===== config.mk =====
export PLATFORM = sky130hd
export DESIGN_NAME = button_debounce
export DESIGN_NICKNAME = d
export VERILOG_FILES = /design/src/rtl/button_debounce.sv
export SDC_FILE = /design/constraint.sdc
export NUM_CORES = 1
export LEC_CHECK = 0
export BUFFER_PORTS_ARGS = -buffer_cell sky130_fd_sc_hd__buf_2
export CAP_MARGIN = 20
export CORE_ASPECT_RATIO = 1.25
export CORE_UTILIZATION = 41
export CTS_CLUSTER_DIAMETER = 40
export DETAILED_ROUTE_END_ITERATION = 12
export GPL_ROUTABILITY_DRIVEN = 0
export SYNTH_ARGS = -nofsm -noshare
export SYNTH_HDL_FRONTEND = slang
export SYNTH_SLANG_ARGS = --single-unit

===== constraint.sdc =====
create_clock -name clk_12mhz -period 2.6 [get_ports clk_12mhz]
set_clock_uncertainty 0.15 [all_clocks]
set_input_delay 0.26 -clock clk_12mhz [delete_from_list [all_inputs] [get_ports clk_12mhz]]
set_output_delay 0.26 -clock clk_12mhz [all_outputs]
set_load 0.05 [all_outputs]

===== src/rtl/button_debounce.sv =====
// Push-button debouncer: 2-flop synchronizer, counter-qualified RELEASED/PRESSED FSM, press/release pulses.
// Optional hold detector (long_press) built only when BUTTON_LONG_PRESS_EN is defined.
module button_debounce #(
  parameter int DEBOUNCE_CYCLES = 120000,
  parameter int LONG_CYCLES     = 12000000,
  parameter int ACTIVE_LOW      = 1
) (
  input  logic clk_12mhz,
  input  logic rst,
  input  logic btn_in,
  output logic btn_level,
  output logic press_pulse,
  output logic release_pulse,
  output logic long_press
);

  localparam int               CNT_W        = $clog2(DEBOUNCE_CYCLES) + 1;
  localparam logic [CNT_W-1:0] DB_LAST      = CNT_W'(DEBOUNCE_CYCLES - 1);
  localparam logic             PAD_RELEASED = (ACTIVE_LOW != 0);

  if (DEBOUNCE_CYCLES < 2) begin : g_bad_debounce
    $error("button_debounce: DEBOUNCE_CYCLES must be 2 or more");
  end
  if (LONG_CYCLES <= DEBOUNCE_CYCLES) begin : g_bad_long
    $error("button_debounce: LONG_CYCLES must exceed DEBOUNCE_CYCLES");
  end

  typedef enum logic {ST_RELEASED, ST_PRESSED} state_t;

  state_t           r_state;
  logic             r_sync1;
  logic             r_sync2;
  logic [CNT_W-1:0] r_db_cnt;
  logic             r_press_pulse;
  logic             r_release_pulse;

  logic w_sync_pressed;
  logic w_disagree;
  logic w_flip;

  // Reset loads the released pad level so leaving reset never looks like an edge
  always_ff @(posedge clk_12mhz) begin
    if (rst) begin
      r_sync1 <= PAD_RELEASED;
      r_sync2 <= PAD_RELEASED;
    end else begin
      r_sync1 <= btn_in;
      r_sync2 <= r_sync1;
    end
  end

  assign w_sync_pressed = r_sync2 ^ PAD_RELEASED;
  assign w_disagree     = w_sync_pressed != (r_state == ST_PRESSED);
  assign w_flip         = w_disagree && (r_db_cnt == DB_LAST);

  always_ff @(posedge clk_12mhz) begin
    if (rst) begin
      r_state         <= ST_RELEASED;
      r_db_cnt        <= '0;
      r_press_pulse   <= 1'b0;
      r_release_pulse <= 1'b0;
    end else begin
      r_press_pulse   <= 1'b0;
      r_release_pulse <= 1'b0;
      if (!w_disagree) begin
        r_db_cnt <= '0;
      end else if (w_flip) begin
        r_db_cnt <= '0;
        case (r_state)
          ST_RELEASED: begin
            r_state       <= ST_PRESSED;
            r_press_pulse <= 1'b1;
          end
          default: begin
            r_state         <= ST_RELEASED;
            r_release_pulse <= 1'b1;
          end
        endcase
      end else begin
        r_db_cnt <= r_db_cnt + 1'b1;
      end
    end
  end

  assign btn_level     = (r_state == ST_PRESSED);
  assign press_pulse   = r_press_pulse;
  assign release_pulse = r_release_pulse;

`ifdef BUTTON_LONG_PRESS_EN
  localparam int                HOLD_W    = $clog2(LONG_CYCLES) + 1;
  localparam logic [HOLD_W-1:0] HOLD_LAST = HOLD_W'(LONG_CYCLES - 1);
  localparam logic [HOLD_W-1:0] HOLD_MAX  = HOLD_W'(LONG_CYCLES);

  logic [HOLD_W-1:0] r_hold_cnt;
  logic              r_long_press;

  // Clearing on w_flip drops long_press in the same cycle release_pulse rises
  always_ff @(posedge clk_12mhz) begin
    if (rst || (r_state != ST_PRESSED) || w_flip) begin
      r_hold_cnt   <= '0;
      r_long_press <= 1'b0;
    end else begin
      if (r_hold_cnt == HOLD_LAST) r_long_press <= 1'b1;
      if (r_hold_cnt != HOLD_MAX)  r_hold_cnt   <= r_hold_cnt + 1'b1;
    end
  end

  assign long_press = r_long_press;
`else
  assign long_press = 1'b0;
`endif

endmodule


==> metrics.sh <==
STATUS='completed'
SYNTH_LARGEST_AREA_CELL='dfxtp_1'
TIMING_HOLD_VIOLATIONS_FINAL=0
HOLD_PATH_CLASS='in -> reg'
CRITPATHREQUIREDTIME_NS=2.66
HOLDWS_NS=0.0139
TIMING.HOLD.WORST.START='rst'
WORSTHOLDPATHCELLS=2
FINALSETUPVIOLCOUNT=0
SYNTH_EDF_COUNT=0
ROUTE.DETAILED.VIAS_PER_INST=5.34
SYNTH_AREA_LEADERS='dfxtp_1, nor2_1, xnor2_1'
TRITONCTS_NUM_SINKS=23
MOSTFREQUENTLAYOUTCELLS='dfxtp_1, nor2_1, nand2_1'
PERIOD_MINUS_SLACK_NS=2.03
CHIPHEIGHT_UM=57.9
YS_DOMINANT_REG_CELL='dfxtp_1'
FINAL-SEQ-AREA_UM2=460
AREA_DELTA_SYNTH_FINAL_PCT=7.80
DR.MAX_LAYER_USED='met4'
POST-ROUTE-UTIL=0.485
SYNTH_NETS=118
MET2_WIRELENGTH_UM=893
REMAINING_ANTENNA_VIOLATION_COUNT_AFTER_ROUTING=0
DETAIL_ROUTE.WIRELENGTH_UM=1830
WORST_IR_DROP_VDD_V=0.000329
TIMING.REG2REG.WORST_PATH_DEPTH=6
CTS_MAX_PATH_BUFFERS=2
NUM_VIAS=806
CTS_SETUP_BUFFERS=0
CRIT_START='r_db_cnt[0]'
DRTITER0DRC=20
ROUTE.DETAILED.DRC=0
FINAL.PERIOD_UTILIZATION=0.782
IO_PINS=7
ANTENNA-DIODE-COUNT=0
MULTIINPUTGATEAREA_UM2=537
WORST-ENDPOINT-ARRIVAL_NS=2.10
GRT_PASS1_WL_UM=3270
PLACEMENT_ROWS=19
CTS_HOLD_BUF=1
P_PER_AREA_mW_PER_MM2=479
P_COMB_FRAC=0.023
START_UTIL=0.450
FMAX_GHz=0.492
ANTENNA_FOUND_INITIAL=0
WORSTSETUPSTARTPOINTTYPE='flop'
TOTAL_OF_MAX_CAP_VIOLATIONS=0
DIE_W_UM=46.7
SYNTH.TOP_CELL.AREA_SHARE=0.449
CTS-HTREE-LEVELS=1
CRITICAL_PATH.MAX_FANOUT=9
CLK_PIN_SLEW_NS=0.12
NFILLCELLS=243
YOSYSUNIQUECELLTYPES=31
WORST_PATH_DOMINANT_CELL_FAMILY='simple AND/OR/NAND/NOR gates'
SYNTH_SEQ_AREA_SHARE=0.449
P_SW_FRAC=0.214
FFS_W_ASYNC_S_R_SYNTH=0
CTS_BUFFERS=3
GRT_REMAINING_OVERFLOW=0
SEQ_POWER_SHARE=0.671
POSTSYNTHCELLCOUNT=114
DESIGN.FINAL.NETS=125
PORT_BUFFERS=5
DRT-MET1-WL_UM=868
CP_CELL_SEQUENCE='ha_1, and4_1, nand4_1, o21ai_2, buf_4, nor2_1'
FIN_TNS_SETUP_NS=0
WORST-SETUP-PATH-TYPE='reg -> reg'
TOTAL_LEAKAGE_POWER_nW=0.343
TRITONCTS_CLOCK_TREE='done'
CRITPATHMAXSTAGEDELAY_NS=0.39
ROUTED_WIRE_LENGTH_PER_INSTANCE_UM=12.1
NET-SWITCHING-POWER_mW=0.114
WORST_SKEW_PAIR.LATE_LATENCY_NS=0.31
SYN_AVG_CELL_AREA_UM2=9.00
WORST_R2R_STARTPOINT='r_db_cnt[0]'
TIMING.FINAL.MAX_SLEW_VIOLATIONS=0
GRT_SETUP_UNREPAIRED='false'
MET3WIRELENGTH_UM=35
FLOORPLAN.DIE_AREA_MM2=0.00271
CLK_ROOT_BUFFER_CELL='clkbuf_4'
YS_WARN_COUNT=0
INTERNAL_POWER_mW=0.416
POWER_FRAC_CLOCK=0.307
TOTAL_GLOBAL_ROUTE_TRACK_USAGE=0.162
ENDPOINT_KIND='flop'
DETAILEDPLACEMENTHPWL_UM=1390
GRT_START_MAX_NET_PINS=14
CPMAXSTAGEDELAYCELL='dfxtp_1'
SYNTHESIS.AREA_MM2=0.00103
LAYOUT.CELLS.MOST_COMMON='dfxtp_1'
FIRST_GLOBAL_VIAS=779
FLOORPLAN.CORE_AREA_MM2=0.00228
CP.BUFFERS_INVERTERS=1
LAYOUT-DRIVE-GT1-SHARE=0.167
CRITICAL_PATH_CELL_COUNT=6
POST_CTS.RESIZED_INSTANCES=0
SYNTH_SEQ_CELLS=23
DRT_PRE_ANTENNA_ITERS=5
==> flip-flops by register name (all words and copies together) (netlist names) <==
signal	flops
release_pulse	1
btn_level	1
r_sync1	1
press_pulse	1
r_sync2	1
r_db_cnt	18
==> Yosys cell counts, types with 2 or more instances <==
library cell  number
or2_2              3
buf_4              2
and4_1             3
nor3_1             5
a21oi_1            3
dfxtp_1           23
nor4_1             4
nand4_1            6
xnor2_1            7
nor2_1            17
buf_2              2
xor2_1             7
nand3_1            7
nand2_1            8
==> per-stage QoR <==
stage          cells  cell area, µm²  worst slack, ns  total power, mW
2_1_floorplan    114            1030            0.721            0.371
3_3_place_gp     146            1070            0.657            0.374
3_5_place_dp     146            1070            0.602            0.374
4_1_cts          151            1110            0.561            0.535
5_1_grt          151            1110            0.414            0.555
6_report         151            1110            0.568            0.530
==> worst paths after layout <==
check                 to  slack [ns]
max          r_db_cnt[4]        0.57
max reg2reg  r_db_cnt[4]        0.57
min            btn_level        0.01
min reg2reg      r_sync2        0.28
==> power by group through the flow <==
stage	combinational (mW)	sequential, mW	clock (mW)
after detailed placement	0.0110	0.363	0
after CTS	0.0121	0.355	0.167
final	0.0120	0.355	0.162
after floorplan	0.00857	0.363	0
after global routing	0.0129	0.356	0.186
after global placement	0.0108	0.363	0
==> per-layer routing <==
metal	vias to the layer above	GRT usage
met5	-	0
met4	0	0.0653
met3	4	0.0187
met2	9	0.272
met1	381	0.204
li1	412	-
==> cells by family (layout without fill, tap and decap cells) <==
group / after synthesis / after routing / share of synthesized area
AOI/OAI and AO/OA: 8 / 8 / 0.0512
xor gates and xnor gates: 14 / 14 / 0.120
adders and majority gates: 1 / 1 / 0.0122
buffers and inverters: 5 / 11 / 0.0280
DFF: 23 / 23 / 0.449
other: 1 / 1 / 0.00366
and+or+nand+nor: 62 / 62 / 0.337
==> area by class of cell <==
type,count,share of cell area
clock buffer,3,0.0204
clock inverter,1,0.00452
multi-input combinational,86,0.485
sequential,23,0.416
tap,31,0.0351
timing repair buffer,7,0.0385
==> worst reg2reg max path: cells and delay by family (launching register included) <==
family	cells	cell delay (ns)
AOI/OAI and AO/OA	1	0.37
adders and majority gates	1	0.24
buffers and inverters	1	0.25
DFF	1	0.39
and+or+nand+nor	3	0.54
Note: power is estimated with default switching activity, not from simulation.
